## config.mk

```make
export PLATFORM = sky130hd
export DESIGN_NAME = pool_out_writer
export DESIGN_NICKNAME = d
export VERILOG_FILES = /design/src/rtl/pool_out_writer.sv
export SDC_FILE = /design/constraint.sdc
export NUM_CORES = 1
export LEC_CHECK = 0
export BUFFER_PORTS_ARGS = -buffer_cell sky130_fd_sc_hd__buf_2
export CORE_MARGIN = 1.5
export CORE_UTILIZATION = 37
export CTS_CLUSTER_DIAMETER = 40
export DETAILED_ROUTE_END_ITERATION = 8
export SETUP_SLACK_MARGIN = 0.02
export SYNTH_ARGS = -nofsm -noshare
export SYNTH_HDL_FRONTEND = slang
export SYNTH_SLANG_ARGS = --single-unit
export TNS_END_PERCENT = 30
```

## constraint.sdc

```tcl
create_clock -name clk -period 4.7 [get_ports clk]
set_input_delay 0.705 -clock clk [delete_from_list [all_inputs] [get_ports clk]]
set_output_delay 0.705 -clock clk [all_outputs]
set_load 0.05 [all_outputs]
```

## src/rtl/pool_out_writer.sv

```systemverilog
// Buffers pooled rows in a small FIFO and writes them to BRAM at base + n*stride.
// Define POOL_OUT_WRITER_ROW_COUNT_EN to add the rows_written counter output.

module pool_out_writer_lane #(
  parameter int DWIDTH = 8
) (
  input  logic              en_i,
  input  logic [DWIDTH-1:0] d_i,
  output logic [DWIDTH-1:0] q_o
);
  assign q_o = en_i ? d_i : '0;
endmodule

module pool_out_writer #(
  parameter int DWIDTH      = 8,
  parameter int DESIGN_SIZE = 16,
  parameter int MASK_WIDTH  = 16,
  parameter int AWIDTH      = 10,
  parameter int FIFO_DEPTH  = 4
) (
  input  logic                          clk,
  input  logic                          reset_n,
  input  logic                          start,
  input  logic [AWIDTH-1:0]             base_addr,
  input  logic [AWIDTH-1:0]             addr_stride,
  input  logic [MASK_WIDTH-1:0]         validity_mask,
  input  logic [DESIGN_SIZE*DWIDTH-1:0] pool_out_data,
  input  logic                          pool_out_data_available,
  input  logic                          pool_done,
  output logic [AWIDTH-1:0]             bram_addr,
  output logic [DESIGN_SIZE*DWIDTH-1:0] bram_wdata,
  output logic [MASK_WIDTH-1:0]         bram_we,
  input  logic                          bram_ready,
  output logic                          busy,
  output logic                          done,
  output logic                          overflow
`ifdef POOL_OUT_WRITER_ROW_COUNT_EN
  ,
  output logic [AWIDTH-1:0]             rows_written
`endif
);

  localparam int PW = $clog2(FIFO_DEPTH);
  localparam int RW = DESIGN_SIZE * DWIDTH;

  typedef enum logic [1:0] {S_IDLE, S_RUN, S_DRAIN, S_DONE} state_e;

  state_e                                state_q;
  logic [FIFO_DEPTH-1:0][RW-1:0]         dmem_q;
  logic [FIFO_DEPTH-1:0][MASK_WIDTH-1:0] mmem_q;
  logic [PW-1:0]                         wr_ptr_q, rd_ptr_q, sel_idx;
  logic [PW:0]                           cnt_q, cnt_d;
  logic                                  out_vld_q, sel_vld;
  logic [AWIDTH-1:0]                     addr_q, stride_q;
  logic [RW-1:0]                         wdata_q;
  logic [MASK_WIDTH-1:0]                 we_q, sel_mask;
  logic [DESIGN_SIZE-1:0][DWIDTH-1:0]    sel_data, wdata_d;
  logic                                  busy_q, done_q, ovf_q;
  logic                                  accept, push_req, full, push, drop;
`ifdef POOL_OUT_WRITER_ROW_COUNT_EN
  logic [AWIDTH-1:0]                     rows_q;
`endif

  // The presented row stays in the FIFO until accepted; on accept the next
  // entry is staged so back-to-back writes sustain one row per cycle.
  always_comb begin
    accept   = out_vld_q & bram_ready;
    push_req = (state_q == S_RUN) & pool_out_data_available;
    full     = (cnt_q == (PW+1)'(FIFO_DEPTH));
    push     = push_req & (~full | accept);
    drop     = push_req & full & ~accept;
    cnt_d    = cnt_q + (PW+1)'(push) - (PW+1)'(accept);
    if (accept) begin
      sel_idx = rd_ptr_q + PW'(1);
      sel_vld = (cnt_q > (PW+1)'(1));
    end else begin
      sel_idx = rd_ptr_q;
      sel_vld = (cnt_q != '0);
    end
    sel_data = dmem_q[sel_idx];
    sel_mask = sel_vld ? mmem_q[sel_idx] : '0;
  end

  for (genvar i = 0; i < DESIGN_SIZE; i++) begin : g_lane
    pool_out_writer_lane #(.DWIDTH(DWIDTH)) u_lane (
      .en_i (sel_mask[i]),
      .d_i  (sel_data[i]),
      .q_o  (wdata_d[i])
    );
  end

  always_ff @(posedge clk or negedge reset_n) begin
    if (!reset_n) begin
      state_q   <= S_IDLE;
      dmem_q    <= '0;
      mmem_q    <= '0;
      wr_ptr_q  <= '0;
      rd_ptr_q  <= '0;
      cnt_q     <= '0;
      out_vld_q <= 1'b0;
      we_q      <= '0;
      wdata_q   <= '0;
      addr_q    <= '0;
      stride_q  <= '0;
      busy_q    <= 1'b0;
      done_q    <= 1'b0;
      ovf_q     <= 1'b0;
`ifdef POOL_OUT_WRITER_ROW_COUNT_EN
      rows_q    <= '0;
`endif
    end else begin
      if (push) begin
        dmem_q[wr_ptr_q] <= pool_out_data;
        mmem_q[wr_ptr_q] <= validity_mask;
        wr_ptr_q         <= wr_ptr_q + PW'(1);
      end
      if (accept) begin
        rd_ptr_q <= rd_ptr_q + PW'(1);
        addr_q   <= addr_q + stride_q;
      end
      cnt_q     <= cnt_d;
      out_vld_q <= sel_vld;
      we_q      <= sel_mask;
      wdata_q   <= wdata_d;
      if (drop) ovf_q <= 1'b1;
`ifdef POOL_OUT_WRITER_ROW_COUNT_EN
      if (accept && we_q != '0) rows_q <= rows_q + AWIDTH'(1);
`endif
      done_q <= 1'b0;
      case (state_q)
        S_IDLE: if (start) begin
          state_q  <= S_RUN;
          busy_q   <= 1'b1;
          addr_q   <= base_addr;
          stride_q <= addr_stride;
          ovf_q    <= 1'b0;
`ifdef POOL_OUT_WRITER_ROW_COUNT_EN
          rows_q   <= '0;
`endif
        end
        S_RUN: if (pool_done) begin
          if (cnt_d != '0) begin
            state_q <= S_DRAIN;
          end else begin
            state_q <= S_DONE;
            done_q  <= 1'b1;
          end
        end
        S_DRAIN: if (cnt_d == '0) begin
          state_q <= S_DONE;
          done_q  <= 1'b1;
        end
        S_DONE: begin
          state_q <= S_IDLE;
          busy_q  <= 1'b0;
        end
        default: state_q <= S_IDLE;
      endcase
    end
  end

  assign bram_addr  = addr_q;
  assign bram_wdata = wdata_q;
  assign bram_we    = we_q;
  assign busy       = busy_q;
  assign done       = done_q;
  assign overflow   = ovf_q;
`ifdef POOL_OUT_WRITER_ROW_COUNT_EN
  assign rows_written = rows_q;
`endif

endmodule

```

==> results.toml <==
[logic_synthesis]
synth-compound-area-share_pct = 0.995
synth_top_family_by_area = "multiplexers"
ys_ff_latch = 753
seq_area_frac_synth_pct = 58.3
synthCells = 1930
syn_area_um2 = 32300
yosys.area_share.adder_pct = 0.898
synth.lib_cells_used.distinct = 45
synthesis.nets = 2122
yosysWarnings = 0
synthMuxAreaShare_pct = 33.0
synth-simple-area-share_pct = 3.83
synth-xor-area-share_pct = 0.263
syn_avg_cell_area_um2 = 16.8

[timing]
skew_ns = 0.0325
slew_headroom_pct = 32.6
period_needed_ns = 3.72
hold_ws_ns = 0.140
tightestPinTransition_ns = 1.01
setup_tns_ns = 0
fin_crit_sh_pct = 79.1
setup_viol_count_final = 0
hold_viol_final = 0
slew_violations = 0
grt_setup_unrepaired = "false"
timing.fmax_ghz = 0.269

[global_route]
overflow = 0
antenna_found_initial = 17
grt_pass1_vias = 20900
grtUsageTotal_pct = 17.7
grt_pass1_wl_um = 123000
grt_max_degree = 105

[run_status]
status = "finished clean"

[finish]
drive_above_1_share_pct = 54.5
stdcell_count = 3575
area_growth_pct = 21.9
final_nets = 2503

[clock_tree]
postCtsSetupRepairBufs = 0
cts.sinks = 753
h-tree-depth = 3
hold_buffers = 0
root_buffer = "clkbuf_16"
clkTransAtPathRegs_ns = 0.06
cts_tree = "yes"
cts_buffers = 115
clk_path_buf_depth = 3
cts_resized = 0
clk_latency_ns = 0.68

[power_and_ir_drop]
ir_worst_vdd_mv = 0.768
power.density_nw_per_um2 = 797
leakage_nw = 18.7
power_mw = 31.4

[placed_design]
post-dp-hpwl_um = 47400
dp.cells = 3349
port_buffers = 326
routabilityCongestion = 0.794

[detailed_routing]
drt_first_pass_iters = 4
vias = 18100
ant_nets = 0
drc = 0
wirelength_um = 77300
viasPerCell = 5.07
drtIter0Drc = 876
wl_per_cell_um = 21.6

[critical_path]
critPathArrivalTime_ns = 4.25
path_class = "reg2reg"
worstSetupEndpoint = "state_q[0]"
crit_required_ns = 5.24
worstSetupStartpointType = "flip-flop"
r2r_start = "out_vld_q"
endpoint_kind = "flip-flop"
crit_path_max_fanout = 15
crit_start = "out_vld_q"
ff2ff_setup_slack_ns = 0.98
timing.rr.end = "state_q[0]"
r2r_cells = 16

[worst_hold_path]
hold_path.class = "in2async"

[floorplan]
ios = 327
die_y_um = 299
coreArea_um2 = 86600
die_w_um = 299
start_util_pct = 37.3
num_rows = 108
die_area_um2 = 89200

[run]
cap_violations = 0
## state kept, by name (all words and copies together) (netlist names)
signal / cells
dmem_q: 512
bram_wdata: 128
mmem_q: 64
bram_we: 16
bram_addr: 10
stride_q: 10
cnt_q: 3
rd_ptr_q: 2
state_q: 2
wr_ptr_q: 2
busy: 1
done: 1
out_vld_q: 1
overflow: 1
## worst min-delay path by stage
stage / end / slack, ns / cells past startpoint
global placement: stride_q[5] / 0.47 / 2
floorplan: bram_addr[0] / 0.41 / 0
global route: dmem_q[269] / 0.19 / 1
detailed placement: stride_q[6] / 0.48 / 2
finish: dmem_q[268] / 0.14 / 1
CTS: dmem_q[310] / 0.13 / 1
## power breakdown
part / internal, mW / total (mW) / switching, mW
Sequential: 9.31 / 10.7 / 1.40
Combinational: 6.41 / 12.1 / 5.67
Clock: 5.45 / 8.62 / 3.17
## Yosys cell counts (all sizes together)
| master | n | area, um^2 |
|---|---|---|
| o221ai | 1 | 8.76 |
| o21ai | 9 | 45.0 |
| inv | 33 | 124 |
| xnor2 | 5 | 58.8 |
| clkbuf | 30 | 113 |
| mux2i | 6 | 60.1 |
| mux4 | 143 | 3220 |
| nor3b | 1 | 7.51 |
| a211o | 1 | 8.76 |
| a221oi | 1 | 8.76 |
| buf | 86 | 634 |
| ha | 20 | 250 |
| nor4 | 1 | 6.26 |
| nand3 | 3 | 15.0 |
| a31oi | 5 | 31.3 |
| dfrtp | 753 | 18800 |
| and3 | 123 | 769 |
| or4 | 1 | 7.51 |
| or2 | 1 | 6.26 |
| o2111ai | 1 | 8.76 |
| mux2 | 577 | 7400 |
| or3 | 4 | 25.0 |
| nor2 | 14 | 52.6 |
| a311oi | 1 | 8.76 |
| fa | 2 | 40.0 |
| a21o | 5 | 37.5 |
| a21oi | 7 | 35.0 |
| nor3 | 3 | 15.0 |
| a31o | 1 | 8.76 |
| a211oi | 2 | 15.0 |
| and2 | 13 | 91.3 |
| a221o | 5 | 50.1 |
| nand2 | 59 | 224 |
| o31a | 2 | 17.5 |
| o31ai | 3 | 22.5 |
| xor2 | 3 | 26.3 |
| o21bai | 2 | 15.0 |
| nand2b | 3 | 18.8 |
## kinds of logic after synthesis
kind of cell             after synthesis
AND/OR/NAND/NOR                      226
adder cells (fa/ha/maj)               22
AO/OA/AOI/OAI                         46
multiplexers                         726
buffers and inverters                149
XOR/XNOR                               8
flip-flops                           753
## layer usage
layer	share of wire, %	GRT usage, %
met5	0.15	0
met4	2.3	5.33
met3	5.4	4.61
met2	49	29.3
met1	43	22.7
## cell usage in the layout, fill, tap and decap left out, drive strengths merged, types with 2 or more instances in the layout
cell,n
dfrtp,753
mux2,577
buf,380
clkbuf,148
mux4,143
and3,123
nand2,59
inv,44
clkinv,34
ha,20
clkinvlp,15
nor2,14
and2,13
bufinv,11
o21ai,9
diode,7
a21oi,7
mux2i,6
a21o,5
a31oi,5
a221o,5
xnor2,5
or3,4
xor2,3
nand3,3
nor3,3
nand2b,3
o31ai,3
o31a,2
a211oi,2
o21bai,2
fa,2
## through the flow
stage	util (%)	cell area, um^2	worst slack [ns]
floorplan	-	32300	1.06
global placement	40.9	35400	0.618
global route	45.5	39400	0.769
CTS	45.5	39400	0.960
detailed placement	40.9	35400	0.544
finish	45.5	39400	0.984
## worst max-delay path, stage by stage (launching register included)
cell and delay (ns):
dfrtp_1 0.38, nand2_2 0.26, inv_2 0.06, or4_1 0.42
and3_1 0.29, inv_1 0.09, ha_1 0.23, inv_1 0.06
ha_1 0.13, inv_1 0.05, fa_1 0.50, inv_1 0.05
or3_1 0.41, nand2_1 0.09, o221ai_1 0.16, o31ai_1 0.29
o31ai_1 0.11
## final cells by class
cell class,count,area [um^2]
diodes,7,17.5
clock buffers,148,3210
clock inverters,71,791
fillers,7455,47200
inverters,33,124
multi-input cells,1028,12600
flip-flops and latches,753,18800
well taps,1155,1450
repair buffers,380,2330
(Power assumes the default switching activity.)
